## config.mk

```make
export PLATFORM = sky130hd
export DESIGN_NAME = regfile_sb
export DESIGN_NICKNAME = d
export VERILOG_FILES = /design/src/rtl/regfile_sb_pkg.sv /design/src/rtl/regfile_sb_scoreboard.sv /design/src/rtl/regfile_sb.sv
export SDC_FILE = /design/constraint.sdc
export NUM_CORES = 2
export LEC_CHECK = 0
export ABC_CLOCK_PERIOD_IN_PS = 4400
export BUFFER_PORTS_ARGS = -buffer_cell sky130_fd_sc_hd__buf_2
export CAP_MARGIN = 20
export CORE_MARGIN = 2
export CORE_UTILIZATION = 68
export DETAILED_ROUTE_END_ITERATION = 6
export PLACE_DENSITY_LB_ADDON = 0.25
export SETUP_SLACK_MARGIN = 0.3
export SYNTH_ARGS = -nofsm -noshare
export SYNTH_HDL_FRONTEND = slang
export SYNTH_HIERARCHICAL = 1
export SYNTH_SLANG_ARGS = --single-unit
```

## constraint.sdc

```tcl
create_clock -name clk -period 4.4 [get_ports clk]
set_clock_uncertainty 0.15 [all_clocks]
set_input_delay 0.22 -clock clk [delete_from_list [all_inputs] [get_ports clk]]
set_output_delay 0.22 -clock clk [all_outputs]
set_load 0.02 [all_outputs]
```

## src/rtl/regfile_sb_pkg.sv

```systemverilog
// Shared constants for the scoreboarded register file: default sizes,
// the address-width derivation and the hardwired zero register index.
package regfile_sb_pkg;

    localparam int XLEN_DEF  = 32;
    localparam int NREGS_DEF = 32;
    localparam int NRD_DEF   = 2;
    localparam int ZERO_REG  = 0;

    // Address width for a register file of n entries (n is a power of 2).
    function automatic int addr_width(input int n);
        return $clog2(n);
    endfunction

endpackage

```

## src/rtl/regfile_sb_scoreboard.sv

```systemverilog
// Busy-bit scoreboard: one bit per register, set by issue-stage reservations,
// cleared by writeback or a pipeline flush, plus per-read-port busy lookup.
// Optional macro REGFILE_SB_BYPASS_EN: a same-cycle writeback to the looked-up
// register reports not-busy (unless the same register is reserved that cycle).
module regfile_sb_scoreboard
    import regfile_sb_pkg::*;
#(
    parameter int NREGS = NREGS_DEF,
    parameter int NRD   = NRD_DEF,
    parameter int AW    = addr_width(NREGS)
) (
    input  logic              clk,
    input  logic              rst_n,
    input  logic              we,
    input  logic [AW-1:0]     wa,
    input  logic              rsv_valid,
    input  logic [AW-1:0]     rsv_addr,
    input  logic              flush,
    input  logic [NRD*AW-1:0] ra,
    output logic [NRD-1:0]    rbusy,
    output logic              any_busy
);

    localparam logic [AW-1:0] ZERO_ADDR = AW'(ZERO_REG);

    logic [NREGS-1:0] busy;
    logic [NREGS-1:0] busy_next;

    // Next busy vector: writeback clears, then flush clears all or a reserve
    // sets (reserve applied last so a newer producer wins over the writeback).
    always_comb begin
        busy_next = busy;
        if (we && wa != ZERO_ADDR)
            busy_next[wa] = 1'b0;
        if (flush)
            busy_next = '0;
        else if (rsv_valid && rsv_addr != ZERO_ADDR)
            busy_next[rsv_addr] = 1'b1;
        busy_next[ZERO_REG] = 1'b0;
    end

    // Busy register, cleared asynchronously on reset.
    always_ff @(posedge clk or negedge rst_n) begin
        if (!rst_n)
            busy <= '0;
        else
            busy <= busy_next;
    end

    // Pipeline-drain indicator over all real registers.
    always_comb begin
        any_busy = |busy[NREGS-1:1];
    end

    for (genvar g = 0; g < NRD; g++) begin : g_lookup
        logic [AW-1:0] a;
        logic          b;
        assign a = ra[g*AW +: AW];

        // Busy lookup for read port g; register 0 is never busy.
        always_comb begin
            b = 1'b0;
            if (a != ZERO_ADDR) begin
                b = busy[a];
`ifdef REGFILE_SB_BYPASS_EN
                if (we && wa == a)
                    b = rsv_valid && (rsv_addr == a);
`endif
            end
        end

        assign rbusy[g] = b;
    end

endmodule

```

## src/rtl/regfile_sb.sv

```systemverilog
// Scoreboarded integer register file: NREGS x XLEN storage, register 0 reads
// as zero, NRD combinational read ports with per-port busy flags.
// Optional macro REGFILE_SB_BYPASS_EN: read ports forward a same-cycle
// writeback (data and busy) instead of returning stored state only.
module regfile_sb
    import regfile_sb_pkg::*;
#(
    parameter int XLEN  = XLEN_DEF,
    parameter int NREGS = NREGS_DEF,
    parameter int NRD   = NRD_DEF
) (
    input  logic                       clk,
    input  logic                       rst_n,
    input  logic [NRD*addr_width(NREGS)-1:0] ra,
    output logic [NRD*XLEN-1:0]        rdata,
    output logic [NRD-1:0]             rbusy,
    input  logic                       we,
    input  logic [addr_width(NREGS)-1:0] wa,
    input  logic [XLEN-1:0]            wd,
    input  logic                       rsv_valid,
    input  logic [addr_width(NREGS)-1:0] rsv_addr,
    input  logic                       flush,
    output logic                       any_busy
);

    localparam int AW = addr_width(NREGS);
    localparam logic [AW-1:0] ZERO_ADDR = AW'(ZERO_REG);

    logic [XLEN-1:0] regs [NREGS];

    regfile_sb_scoreboard #(
        .NREGS (NREGS),
        .NRD   (NRD),
        .AW    (AW)
    ) u_sb (
        .clk       (clk),
        .rst_n     (rst_n),
        .we        (we),
        .wa        (wa),
        .rsv_valid (rsv_valid),
        .rsv_addr  (rsv_addr),
        .flush     (flush),
        .ra        (ra),
        .rbusy     (rbusy),
        .any_busy  (any_busy)
    );

    // Data array: cleared on reset, written at writeback; writes to r0 dropped.
    // A flush does not block the write.
    always_ff @(posedge clk or negedge rst_n) begin
        if (!rst_n) begin
            for (int i = 0; i < NREGS; i++)
                regs[i] <= '0;
        end else if (we && wa != ZERO_ADDR) begin
            regs[wa] <= wd;
        end
    end

    for (genvar g = 0; g < NRD; g++) begin : g_read
        logic [AW-1:0]   a;
        logic [XLEN-1:0] d;
        assign a = ra[g*AW +: AW];

        // Read mux for port g: zero for r0, else stored (or forwarded) data.
        always_comb begin
            d = '0;
            if (a != ZERO_ADDR) begin
                d = regs[a];
`ifdef REGFILE_SB_BYPASS_EN
                if (we && wa == a)
                    d = wd;
`endif
            end
        end

        assign rdata[g*XLEN +: XLEN] = d;
    end

endmodule
```

Word level (Yosys, flattened, before mapping)

Cells that the tools add are included.

Output and inout port bits: 67
Bits in latches: 0
Memory bits (writable): 0
Logic and storage cells: 83
Memories: 0
Input bits: 57
Bits in registers: 1055
ROM bits: 0

$lt $le $gt $ge: 10
$mul: 0
Reduce and logical (&&, ||, !) cells: 10
Eq/ne operators: 0
Mux-type cells: 24
Div/mod/pow operators: 0
Shift-type cells: 0
Add/subtract/negate cells: 0
Bitwise logic cells: 6

Operators by type and width:

| cell                                                 | count |
|---|---|
| bitwise mux 1024 bit                                 | 1 |
| binary-select mux 32 bit (select 5 bit)              | 2 |
| 2-to-1 mux 32 bit                                    | 10 |
| demux 32 bit (select 5 bit)                          | 1 |
| AND 32 bit                                           | 1 |
| NOT 32 bit                                           | 1 |
| bitwise OR 32 bit                                    | 1 |
| OR reduction 31 bit                                  | 1 |
| < comparator 5 x 6 -> 1 bit (second input constant)  | 4 |
| nonzero test 5 bit                                   | 4 |
| >= comparator 6 bit (second input constant)          | 3 |
| NOT 5 -> 6 bit                                       | 3 |
| binary-select mux 1 bit (select 5 bit)               | 2 |
| demux 1 bit (select 5 bit)                           | 2 |
| >= comparator 5 x 1 -> 1 bit (second input constant) | 2 |
| < comparator 6 x 1 -> 1 bit (second input constant)  | 1 |
| 2-to-1 mux 1 bit                                     | 6 |
| logical AND 1 bit                                    | 5 |

Logic depth before layout (Yosys ltp)

Word-level depth: 10
Gate-level depth with buffers: 7
Depth with buffers taken out: 5

Hierarchy

Netlist, hierarchy kept.

By module, submodules not included:

| module                | area an instance (um2) | cells an instance | sequential area each (um2) | times used |
|---|---|---|---|---|
| regfile_sb            | 54357.1                | 3621              | 25624.6                    | 1 |
| regfile_sb_scoreboard | 2138.3                 | 251               | 775.7                      | 1 |

Least setup slack after synthesis

OpenSTA, ideal clock, no wires.

Kind: input to output
Start: input ra[5]
End: output rdata[33]
Stages on the path: 7
Data required time: 4030 ps
Arrival time: 1889 ps
Setup slack: 2141 ps
Buffers on the path: 4
Cell sequence: buf_2 > inv_1 > buf_2 > buf_2 > clkbuf_1 > o2111ai_1 > a311oi_1

Word-level cells in the longest chain between the ends: 5
Elaborated cells between the ends (all ways): 6
Classes of those cells: mux: 4; bitwise: 1; reduce/logical: 1

Ends and longest elaborated chain:

| what                                                  | line             | source |
|---|---|---|
| from (decl)                                           | regfile_sb.sv:14 | `input logic [NRD*addr_width(NREGS)-1:0] ra,` |
| NOT 5 -> 6 bit (implied by the code)                  | regfile_sb.sv:68 | `d = regs[a];` |
| binary-select mux 32 bit (select 5 bit)               | regfile_sb.sv:68 |  |
| 2-to-1 mux 32 bit (implied by the code) (2 in series) | regfile_sb.sv:68 |  |
| 2-to-1 mux 32 bit (*)                                 | regfile_sb.sv:67 | `if (a != ZERO_ADDR) begin` |
| to (decl)                                             | regfile_sb.sv:15 | `output logic [NRD*XLEN-1:0] rdata,` |

Mark *: on every way between the ends. The rest lies on a longest branch, timed or not. The select of a mux whose other input is x is not followed.

Worst setup path in the final report

Start: input ra[2]
End: output rdata[26]

The elaborated chain is that of the path after synthesis.

==> qor.txt <==
Hold WC Path Type = in -> reg
Drt first pass iters = 7
Synth Flop Type = dfrtp_1
RSZ-0062 raised after global routing = no
Crit path cell chain = buf_8 -> buf_4 -> mux2i_1 -> a221oi_1 -> o21ai_0 -> a311oi_1 -> buf_2
Psw = 7930 µW
Share of the yosys chip area belonging to registers = 46.7%
Root Driver = clkbuf_16
Ys async rst share = 100%
GRT Overall Usage = 43.0%
Initial Util = 68.8%
Tightest Pin Transition = 1180 ps
Peak supply drop = 0.346 mV
Post-Synthesis Cells = 3872
Peak Freq = 267 MHz
CP required = 4030 ps
Wire per inst = 36.1 µm
Reg power frac = 45.6%
Max-cap viol count = 0
WP buf/inv = 3
Via density = 7.81
Crit Path Class = in -> out
Total routed wirelength = 180000 µm
Max-slew violation count = 0
Top delay family on crit path = buffers and inverters
Top Layer Used = met5
# clock sinks = 1055
Crit end category = primary output
R2R Setup Slk = 2930 ps
Final Setup Violations = 0
Initial antenna violation count = 15
Number of synthesized flops with an enable pin = 0
Syn nets = 3929
Die Ht = 292 µm
Via count = 39100
Die X = 292 µm
Crit path max fanout = 87
Max clock buf depth = 3
FP Rows = 105
# DRC = 0
Sw frac = 28.0%
Final nets = 3892
M1 wire length = 64400 µm
Area Growth Syn to Fin = 10.2%
H-tree depth = 3
#FFs+latches synth = 1055
Clock power share = 33.9%
WL met2 = 81600 µm
Core area = 82100 µm²
DRT iter0 DRCs = 4965
CTS tree = yes
Syn. warnings = 6
Crit path launch type = input port
Detailed placement HPWL = 105000 µm
Largest net degree at the start of global routing = 113
Int Power = 20400 µW
Slew Limit Headroom = 20.6%
Cell area after synthesis = 56500 µm²
Antenna viol nets, final = 0
PD cells = 455 nW/µm²
Met3 wire length = 21200 µm
Port-buffer cells = 123
Crit path max-delay cell type = a311oi_1
RePlAce Congestion = 0.897
Worst-path clk slew = 60 ps
Post-route setup TNS = 0 ps
Die ar. = 85400 µm²
Worst EP arrival = 3380 ps
Via count of the first global-routing pass = 41100
Mean Syn Cell Area = 14.6 µm²
Hold Vio Cnt, Final = 0
First-pass GRT wire length = 269000 µm
Comb pwr share = 20.5%
Minimum clock period = 3750 ps
Gr ovfl total = 0
Cts bufs inserted = 110
Tcrit/Tclk final = 85.2%
Worst path max stage delay = 740 ps
Clk_lat worst skew = 690 ps
Share of layout cells above drive strength 1 = 50.7%
Ports = 124
Total power draw = 28300 µW
Leakage = 0.0268 µW
Outcome = completed
Distinct cells, synth = 45
[sequential cells by signal, indices dropped and copies added, names as in the netlist]
| register | count |
|---|---|
| u_sb/busy | 31 |
| regs | 1024 |
[cells by family (layout without fill, tap and decap cells)]
group                  after synthesis  after routing  synth area share, %
AO/OA/AOI/OAI                      448            448                 5.51
buffers and inverters              449            501                 3.64
flip-flops                        1055           1055                 46.7
multiplexers                      1654           1654                 41.6
other                                0              7                    0
AND/OR/NAND/NOR                    266            266                 2.50
[placed cells by master, fill, tap and decap left out, types with 15 or more instances in the layout]
master            n
mux2_2         1047
clkbuf_16       112
dlygate4sd3_1    39
nand2_1          72
clkbuf_8         30
mux4_2          449
o2111ai_1        18
clkinv_2         28
a21oi_1          35
clkbuf_1         15
buf_2           116
a211oi_1         64
mux2i_1         146
o21ai_0         132
buf_4           102
a311oi_1         64
a22oi_1          64
a221oi_1         54
dfrtp_1        1055
buf_12           32
nor2b_1          82
[repair_timing]
item	4_1_cts	5_1_grt
hold buffers	39	0
buffers inserted	0	0
endpoints found under the hold margin	384	0
gates resized for setup	0	0
[cell type report]
| class | count | area [µm²] |
|---|---|---|
| timing repair buffer | 296 | 2470 |
| sequential | 1055 | 26400 |
| clock inverter | 44 | 479 |
| clock buffer | 157 | 3270 |
| tap | 1070 | 1340 |
| antenna | 7 | 17.5 |
| inverter | 4 | 17.5 |
| fill | 4763 | 19900 |
| multi-input combinational | 2368 | 28200 |
[worst paths after layout]
check                               from             to  cells past startpoint
max                                ra[2]      rdata[26]                      7
min                               wd[14]      regs[942]                      2
max reg2reg                u_sb/busy[21]  u_sb/busy[21]                      3
min reg2reg                   regs[1016]     regs[1016]                      0
max in group asynchronous          rst_n      regs[462]                      4
min in group asynchronous          rst_n  u_sb/busy[22]                      2
[worst reg2reg max path: cells and delay by family (launching register included)]
family                 cells  cell delay [ps]
flip-flops                 1              420
AO/OA/AOI/OAI              2              270
buffers and inverters      1              560
[cells in the mapped netlist (all sizes together) (10+ instances only)]
cell type  count  share of area (%)
a311oi        64               0.99
mux4         450                 18
o21ai        141                1.2
dfrtp       1055                 47
mux2i        146                2.6
o2111ai       18               0.28
a221oi        54               0.84
nor2          28               0.19
a21oi         35               0.31
a211oi        64               0.85
nand2b        10               0.11
clkbuf       229                1.5
nand2         83               0.55
mux2        1058                 21
buf          216                2.1
nor2b         87               0.96
a22oi         64               0.85
[per-layer routing]
metal,up-vias,track usage (%)
met5,-,0
met4,14,26.6
met3,844,13.3
met2,2744,64.3
met1,20500,55.6
li1,14900,-
[stage by stage]
| stage | util (%) | hold slack (ps) | cells | worst slack, ps | cell area [µm²] |
|---|---|---|---|---|---|
| 2_1_floorplan | - | -226 | 3872 | 2140 | 56500 |
| 3_3_place_gp | 70.7 | 197 | 4753 | 979 | 58100 |
| 3_5_place_dp | 70.7 | 213 | 4754 | 899 | 58100 |
| 4_1_cts | 75.8 | 2.29 | 4994 | 774 | 62200 |
| 5_1_grt | 75.8 | 41.5 | 4995 | 710 | 62200 |
| 6_report | 75.8 | 31.6 | 5001 | 649 | 62200 |
[power by group through the flow]
| stage | clock (µW) | combinational (µW) | sequential, µW |
|---|---|---|---|
| detailed placement | 0 | 5670 | 13000 |
| finish | 9600 | 5810 | 12900 |
| CTS | 9630 | 5750 | 12800 |
| global placement | 0 | 5440 | 12700 |
| floorplan | 0 | 4310 | 12500 |
| global route | 10000 | 6120 | 13100 |
Note: power is estimated with default switching activity, not from simulation.
